`config.mk`:
```
export PLATFORM = sky130hd
export DESIGN_NAME = timer_io_flat
export DESIGN_NICKNAME = d
export VERILOG_FILES = /design/src/rtl/io_bus_pkg.sv /design/src/rtl/timer_io_if.sv /design/src/rtl/timer_io_prescaler.sv /design/src/rtl/timer_io.sv /design/src/flat_wrapper.sv
export SDC_FILE = /design/constraint.sdc
export NUM_CORES = 1
export LEC_CHECK = 0
export CORE_MARGIN = 2
export CORE_UTILIZATION = 40
export DETAILED_ROUTE_END_ITERATION = 16
export DONT_BUFFER_PORTS = 1
export MAX_ROUTING_LAYER = met4
export PLACE_DENSITY = 0.58
export SLEW_MARGIN = 40
export SYNTH_ARGS = -nofsm -noshare
export SYNTH_HDL_FRONTEND = slang
export SYNTH_HIERARCHICAL = 1
export SYNTH_SLANG_ARGS = --single-unit
```
`constraint.sdc`:
```
create_clock -name clock -period 4.8 [get_ports clock]
set_input_delay 0.72 -clock clock [delete_from_list [all_inputs] [get_ports clock]]
set_output_delay 0.72 -clock clock [all_outputs]
set_load 0.01 [all_outputs]
```
`src/rtl/io_bus_pkg.sv`:
```
// Shared definitions for the CPU I/O bus peripherals.
// Register map and field positions of the timer block.
package io_bus_pkg;

  localparam int IO_DATA_W = 16;
  localparam int PRESC_W   = 8;

  localparam logic [1:0] REG_CTRL   = 2'b00;
  localparam logic [1:0] REG_PERIOD = 2'b01;
  localparam logic [1:0] REG_COUNT  = 2'b10;
  localparam logic [1:0] REG_STATUS = 2'b11;

  localparam int CTRL_EN        = 0;
  localparam int CTRL_MODE      = 1;
  localparam int CTRL_IRQEN     = 2;
  localparam int CTRL_PRESC_LSB = 8;

  localparam int STAT_DONE = 0;
  localparam int STAT_OVR  = 1;
  localparam int STAT_RUN  = 2;

endpackage

```
`src/rtl/timer_io_if.sv`:
```
// Timer register-access bus as driven by memorio.
// Single-cycle access, no wait states.
interface timer_io_if;
  import io_bus_pkg::*;

  logic                 timercs;
  logic                 timerwrite;
  logic                 timerread;
  logic [1:0]           timeraddr;
  logic [IO_DATA_W-1:0] timerwdata;
  logic [IO_DATA_W-1:0] timerrdata;

  modport master (
    output timercs,
    output timerwrite,
    output timerread,
    output timeraddr,
    output timerwdata,
    input  timerrdata
  );

  modport slave (
    input  timercs,
    input  timerwrite,
    input  timerread,
    input  timeraddr,
    input  timerwdata,
    output timerrdata
  );

endinterface

```
`src/rtl/timer_io_prescaler.sv`:
```
// Prescaler: emits one tick every presc+1 enabled clocks.
// clr restarts the division phase on timer start.
module timer_prescaler
  import io_bus_pkg::*;
(
  input  logic               clock,
  input  logic               reset,
  input  logic               en,
  input  logic [PRESC_W-1:0] presc,
  input  logic               clr,
  output logic               tick
);

  logic [PRESC_W-1:0] pcnt;

  assign tick = en && (pcnt == presc);

  always_ff @(posedge clock or posedge reset) begin
    if (reset) begin
      pcnt <= '0;
    end else if (clr) begin
      pcnt <= '0;
    end else if (en) begin
      pcnt <= tick ? '0 : pcnt + PRESC_W'(1);
    end
  end

endmodule

```
`src/rtl/timer_io.sv`:
```
// 16-bit down-counting timer on the CPU I/O bus.
// Sticky DONE/OVR status, level irq and square-wave output.
module timer_io
  import io_bus_pkg::*;
(
  input  logic       clock,
  input  logic       reset,
  timer_io_if.slave  bus,
  output logic       timer_irq,
  output logic       timer_out
);

  logic                 en;
  logic                 mode;
  logic                 irqen;
  logic [PRESC_W-1:0]   presc;
  logic [IO_DATA_W-1:0] period;
  logic [IO_DATA_W-1:0] count;
  logic                 done;
  logic                 ovr;

  logic                 wr;
  logic                 wr_ctrl;
  logic                 wr_period;
  logic                 wr_status;
  logic                 start;
  logic                 tick;
  logic                 expire;
  logic [IO_DATA_W-1:0] wdata;

  assign wdata     = bus.timerwdata;
  assign wr        = bus.timercs & bus.timerwrite;
  assign wr_ctrl   = wr && (bus.timeraddr == REG_CTRL);
  assign wr_period = wr && (bus.timeraddr == REG_PERIOD);
  assign wr_status = wr && (bus.timeraddr == REG_STATUS);
  assign start     = wr_ctrl && wdata[CTRL_EN] && !en;
  assign expire    = tick && (count == '0);

  timer_prescaler u_presc (
    .clock (clock),
    .reset (reset),
    .en    (en),
    .presc (presc),
    .clr   (start),
    .tick  (tick)
  );

  always_ff @(posedge clock or posedge reset) begin
    if (reset) begin
      en        <= 1'b0;
      mode      <= 1'b0;
      irqen     <= 1'b0;
      presc     <= '0;
      period    <= '0;
      count     <= '0;
      done      <= 1'b0;
      ovr       <= 1'b0;
      timer_out <= 1'b0;
    end else begin
      // A CTRL write on the expiry edge overrides the one-shot stop
      if (wr_ctrl) begin
        en    <= wdata[CTRL_EN];
        mode  <= wdata[CTRL_MODE];
        irqen <= wdata[CTRL_IRQEN];
        presc <= wdata[CTRL_PRESC_LSB +: PRESC_W];
      end else if (expire && !mode) begin
        en <= 1'b0;
      end
      if (wr_period) begin
        period <= wdata;
      end
      if (start) begin
        count <= period;
      end else if (tick) begin
        if (count != '0) begin
          count <= count - 16'd1;
        end else if (mode) begin
          count <= period;
        end
      end
      // Set beats W1C; OVR looks at DONE before any clear
      done <= expire |
              (done & ~(wr_status & wdata[STAT_DONE]));
      ovr  <= (expire & done) |
              (ovr & ~(wr_status & wdata[STAT_OVR]));
      if (expire) begin
        timer_out <= ~timer_out;
      end
    end
  end

  assign timer_irq = done & irqen;

  always_comb begin
    bus.timerrdata = '0;
    if (bus.timercs && bus.timerread) begin
      unique case (bus.timeraddr)
        REG_CTRL: begin
          bus.timerrdata[CTRL_EN]    = en;
          bus.timerrdata[CTRL_MODE]  = mode;
          bus.timerrdata[CTRL_IRQEN] = irqen;
          bus.timerrdata[CTRL_PRESC_LSB +: PRESC_W] = presc;
        end
        REG_PERIOD: bus.timerrdata = period;
        REG_COUNT:  bus.timerrdata = count;
        REG_STATUS: begin
          bus.timerrdata[STAT_DONE] = done;
          bus.timerrdata[STAT_OVR]  = ovr;
          bus.timerrdata[STAT_RUN]  = en;
        end
      endcase
    end
  end

endmodule

```
`src/flat_wrapper.sv`:
```
// flat-port wrapper written by rule: the top's interface ports become plain ports
module timer_io_flat import io_bus_pkg::*;
  (clock, reset, timer_irq, timer_out, bus_timercs, bus_timerwrite, bus_timerread, bus_timeraddr, bus_timerwdata, bus_timerrdata);
  timer_io_if bus_i ();
  input  logic clock;
  input  logic reset;
  output logic timer_irq;
  output logic timer_out;
  input wire logic [$bits(bus_i.timercs)-1:0] bus_timercs;
  input wire logic [$bits(bus_i.timerwrite)-1:0] bus_timerwrite;
  input wire logic [$bits(bus_i.timerread)-1:0] bus_timerread;
  input wire logic [$bits(bus_i.timeraddr)-1:0] bus_timeraddr;
  input wire logic [$bits(bus_i.timerwdata)-1:0] bus_timerwdata;
  output wire logic [$bits(bus_i.timerrdata)-1:0] bus_timerrdata;
  assign bus_i.timercs = bus_timercs;
  assign bus_i.timerwrite = bus_timerwrite;
  assign bus_i.timerread = bus_timerread;
  assign bus_i.timeraddr = bus_timeraddr;
  assign bus_i.timerwdata = bus_timerwdata;
  assign bus_timerrdata = bus_i.timerrdata;
  timer_io u_core (.clock(clock), .reset(reset), .bus(bus_i), .timer_irq(timer_irq), .timer_out(timer_out));
endmodule
```
* Yosys cells after proc, flatten, opt, wreduce, memory -nomap -nowiden
Index checks and enable logic that the tools add are counted.
** Operators by class
- Equality and inequality tests :: 4
- Bitwise gates (word level) :: 12
- $lt $le $gt $ge :: 0
- Reductions and logical operators :: 19
- Add/sub/neg operators :: 2
- Shift operators :: 0
- Muxes and demuxes :: 13
- Divide/modulo/power cells :: 0
- Multipliers :: 0
** Operators with widths (count)
- $mux W16 :: 5
- $mux W8 :: 3
- $pmux W8 S3 :: 1
- $logic_not A16 Y1 :: 1
- $reduce_bool A16 Y1 :: 1
- $sub A16 B1 Y16 const B :: 1
- $pmux W3 S4 :: 1
- $pmux W5 S2 :: 1
- $logic_and A1 B1 Y1 :: 9
- $add A8 B1 Y8 const B :: 1
- $eq A8 B8 Y1 :: 1
- $and A1 B1 Y1 :: 7
- $reduce_bool A2 Y1 :: 3
- $eq A2 B2 Y1 const B :: 2
- $not A1 Y1 :: 3
- $reduce_bool A3 Y1 :: 1
- $eq A2 B1 Y1 const B :: 1
- $logic_not A1 Y1 :: 2
- $logic_not A2 Y1 :: 1
- $mux W1 :: 2
- $or A1 B1 Y1 :: 2
- $reduce_and A2 Y1 :: 1
** Word-level totals
- Bits in writable memories :: 0
- ROM bits :: 0
- Memories kept :: 0
- Flip-flop bits (word level) :: 54
- Word-level logic and storage cells :: 60
- Bits in latches :: 0
- Bits of input ports :: 23

* Logic depth before layout (Yosys ltp)
- Depth after elaboration :: 6
- Mapped depth :: 11

* Cells and area by module
The synthesis kept the hierarchy.
** Modules (own cells, without submodules)
- timer_io :: cells each 283, instances 1, area each 2676.3 um2
- timer_prescaler :: cells each 53, instances 1, area each 510.5 um2

* Worst setup path before layout
OpenSTA, ideal clock, no wires.
- Kind :: input port to flip-flop
- From :: input bus_timeraddr[0]
- To :: register u_core.u_presc.pcnt[0]
- Setup slack :: 2.095 ns
- Arrival time :: 2.622 ns
- Library setup time :: 0.082 ns
- Required time :: 4.718 ns
- Stages on the path :: 10
- Cell sequence :: inv_1 > ha_1 > clkbuf_1 > and3_1 > clkbuf_1 > nand2_1 > clkinv_1 > clkbuf_1 > or3_1 > o22ai_1
** Between the ends
- Word-level cells in the longest chain between the ends :: 5
- Elaborated cells between the ends (all ways) :: 6
** RTL lines
- start, declared :: RTL line flat_wrapper.sv:12 : input wire logic [$bits(bus_i.timeraddr)-1:0] bus_timeraddr;
- $logic_not A2 Y1 (*) :: RTL line timer_io.sv:33 : assign wr_ctrl = wr && (bus.timeraddr == REG_CTRL);
- $logic_and A1 B1 Y1 (*) :: RTL line timer_io.sv:33
- $logic_and A1 B1 Y1 (*) (2 in series) :: RTL line timer_io.sv:36 : assign start = wr_ctrl && wdata[CTRL_EN] && !en;
- named net u_core.start :: RTL line timer_io.sv:26 : logic start;
- $mux W8 or $reduce_bool A2 Y1 (tied branches)
- end signal, assigned :: RTL line timer_io_prescaler.sv:24 : pcnt <= tick ? '0 : pcnt + PRESC_W'(1);
- end, declared :: RTL line timer_io_prescaler.sv:14 : logic [PRESC_W-1:0] pcnt;
The timed path passes the listed nets; every way through them passes the cells marked *.
A chain may end at the register's enable or synchronous reset.

* Final worst setup path
- From :: input bus_timeraddr[0]
- To :: register u_core.count[6]
** Between the ends
- Word-level cells in the longest chain between the ends :: 6
- Elaborated cells between the ends (all ways) :: 8
** RTL lines
- $logic_not A2 Y1 (*) :: RTL line timer_io.sv:33
- $logic_and A1 B1 Y1 (*) :: RTL line timer_io.sv:33
- $logic_and A1 B1 Y1 (*) (2 in series) :: RTL line timer_io.sv:36
- named net u_core.start :: RTL line timer_io.sv:26
- $reduce_bool A3 Y1 (no source line) or $reduce_bool A2 Y1 (tied branches)
- $reduce_and A2 Y1 (no source line)
- end signal, assigned :: RTL line timer_io.sv:73 : count <= period;
- end signal, assigned :: RTL line timer_io.sv:76 : count <= count - 16'd1;
- end signal, assigned :: RTL line timer_io.sv:78 : count <= period;
- end, declared :: RTL line timer_io.sv:18 : logic [IO_DATA_W-1:0] count;
Marked as above.

==> flow_summary.ini <==
[detailed_routing]
viasPerCell = 6.00
dr.pass1.iters = 8
ant_nets = 0
first_iter_violations = 222
wl_per_cell_um = 19.8
route.vias.total = 2574
drcViolationCount = 0
drt_wl_total_um = 8510

[sta]
fin_skew_ns = 0.00637
tns_ns = 0
period_share_pct = 65.0
holdWs_ns = 0.235
clock.fmax_ghz = 0.320
finalHoldViolations = 0
drv_slew = 0
max-slew-margin-rel_pct = 53.5
layout_min_cycle_time_ns = 3.12
worst_pin_slew_ns = 0.697
rsz0062_at_grt = false
setup_viol = 0

[global_routing]
grt_first_pass_wirelength_um = 14000
grt_pass1_vias = 2617
overflow = 0
gr-usage-all-layers_pct = 21.2
antenna_found_initial = 0
grt_start_max_net_pins = 47

[critical_path]
critPathKind = primary input to register
r2r_cells = 8
reg2reg_slack_ns = 1.85
worstPathRequired_ns = 5.00
cp-start-kind = primary input
cp.arrival_ns = 3.33
setup.worst_path.end_class = register
cp_max_fo = 21

[logic_synthesis]
ys_seq_elements = 54
synth_nets = 368
synth_seq_area_share_pct = 42.4
ys.flop_type = dfrtp_1
synthCells = 336
synth_fa_ha_area_share_pct = 3.53
synthesis.area_um2 = 3190
synthArstFlopShare_pct = 100
synth_edf_count = 0
synth_top_family_by_area = simple AND/OR/NAND/NOR gates
synth_mux_area_share_pct = 6.95
synth_compound_area_share_pct = 16.8
yosysWarnings = 6
synth_xor_area_share_pct = 4.12
yosys.area_share.simple_pct = 21.9
avgSynthCellArea_um2 = 9.48
synthDistinctLibCells = 62

[finish]
finalNonFillerCells = 429
fin_nets = 358
drive_gt1_share_pct = 12.8
syn_to_final_growth_pct = 5.03
fin_area_um2 = 3350
post-route-util_pct = 43.3
n_antenna_cell = 0

[floorplanning]
die_x_um = 93.3
die_area_um2 = 8700
chipHeight_um = 93.3
core-area_um2 = 7730
ios = 41
initial_utilization_pct = 41.2
fp-row-count = 32

[clock_network]
tritoncts = done
post-cts-setup-buffers = 0
clock_latency_ns = 0.31
cts_buffers = 5
cts.clk_slew.worst_paths_ns = 0.10
hold_buffers = 0
root_buffer = clkbuf_8
numClockSinks = 54
cts_resized = 0
htreeDepth = 2
cts_buffer_depth = 2

[power_and_ir_drop]
power.density_nw_per_um2 = 406
leakage_uw = 0.00134
vdd_drop_max_mv = 0.184

[min_path]
hp-class = primary input to async pin

[placement]
placed_area_um2 = 3240
gp_congestion = 0.955
dp_hpwl_um = 6200
dpl.cell_count = 421
port_buffers = 0

[job]
cap_violations = 0

[run_status]
outcome = completed
## worst paths after layout
kind                                        startpoint                     end
worst min register to register              u_core/ovr              u_core/ovr
max in group asynchronous                        reset        u_core/period[7]
min in group clock                  bus_timerwdata[10]         u_core/presc[2]
worst max register to register  u_core/u_presc/pcnt[0]        u_core/count[12]
worst max-delay path                  bus_timeraddr[0]         u_core/count[6]
worst min-delay path                             reset  u_core/u_presc/pcnt[6]
## cell families after synthesis
family,after synthesis
DFF,54
buffers and inverters,30
xor gates and xnor gates,15
muxes,20
AOI/OAI and AO/OA,71
and+or+nand+nor,137
adders and majority gates,9
## state kept, by name, indices dropped and copies added, names as in the netlist, 8 cells and up
register,flops
u_core/presc,8
u_core/period,16
u_core/count,16
u_core/u_presc/pcnt,8
## metrics by stage
| stage | power [uW] | worst slack [ns] |
|---|---|---|
| 2_1_floorplan | 965 | 2.10 |
| 3_3_place_gp | 1070 | 1.56 |
| 3_5_place_dp | 1070 | 1.42 |
| 4_1_cts | 1360 | 1.75 |
| 5_1_grt | 1450 | 1.50 |
| 6_report | 1360 | 1.68 |
## layer usage
layer,vias up,track usage [%],part of all wire (%)
met5,-,-,0
met4,0,7.84,2.3
met3,18,4.27,6.0
met2,85,31.4,46
met1,1256,28.8,46
li1,1215,-,-
## cells in the mapped netlist, types with 2 or more instances
cell type	number	area, um2
ha_1	9	113
nor4_1	4	25.0
or3_1	3	18.8
o22ai_1	2	12.5
a311oi_1	2	17.5
and3_1	3	18.8
xor2_1	3	26.3
buf_6	2	22.5
inv_1	12	45.0
nor2b_1	2	12.5
a21oi_1	10	50.1
mux2_2	17	191
a22oi_1	7	52.6
nor3_1	18	90.1
a31oi_1	2	12.5
nand4_1	7	43.8
o21ai_0	10	50.1
dfrtp_1	54	1350
nand2_1	46	173
xnor2_1	12	105
o2111ai_1	2	17.5
o2bb2ai_1	6	52.6
o21ai_1	3	15.0
or4_1	3	22.5
o211ai_1	2	15.0
mux2i_1	3	30.0
a222oi_1	11	110
nor2_1	30	113
clkbuf_1	12	45.0
or4_4	2	22.5
o21ai_2	2	17.5
nand3_1	4	20.0
nor3b_1	2	15.0
## power by group
part	total, uW	internal (uW)	switching, uW	leakage (uW)
combinational	337	169	168	0.000610
clock	298	146	152	0.0000575
sequential	724	562	162	0.000670
total	1360	877	481	0.00134
## area by class of cell
type,count,area [um2]
Multi-Input combinational cell,252,1710
Fill cell,769,4380
Tap cell,102,128
Inverter,13,51.3
Clock buffer,8,110
Sequential cell,54,1350
## placed cells by master, fill, tap and decap left out, drive strengths merged, types with 2 or more instances in the layout
| cell type | instances |
|---|---|
| a21oi | 10 |
| a222oi | 11 |
| a22oi | 8 |
| a311oi | 2 |
| a31oi | 2 |
| and3 | 3 |
| clkbuf | 8 |
| dfrtp | 54 |
| ha | 9 |
| inv | 12 |
| mux2 | 17 |
| mux2i | 3 |
| nand2 | 47 |
| nand3 | 5 |
| nand4 | 7 |
| nor2 | 31 |
| nor2b | 2 |
| nor3 | 19 |
| nor3b | 2 |
| nor4 | 5 |
| o2111ai | 2 |
| o211ai | 2 |
| o21ai | 15 |
| o22ai | 2 |
| o2bb2ai | 6 |
| or3 | 3 |
| or4 | 5 |
| xnor2 | 12 |
| xor2 | 3 |
## worst max-delay path: stages
cell      delay, ns
inv_1          0.05
ha_1           0.33
and3_1         0.40
nand2_1        0.30
clkinv_1       0.56
nor3_1         0.59
a32oi_1        0.19
o21ai_0        0.17
(Power assumes the default switching activity.)
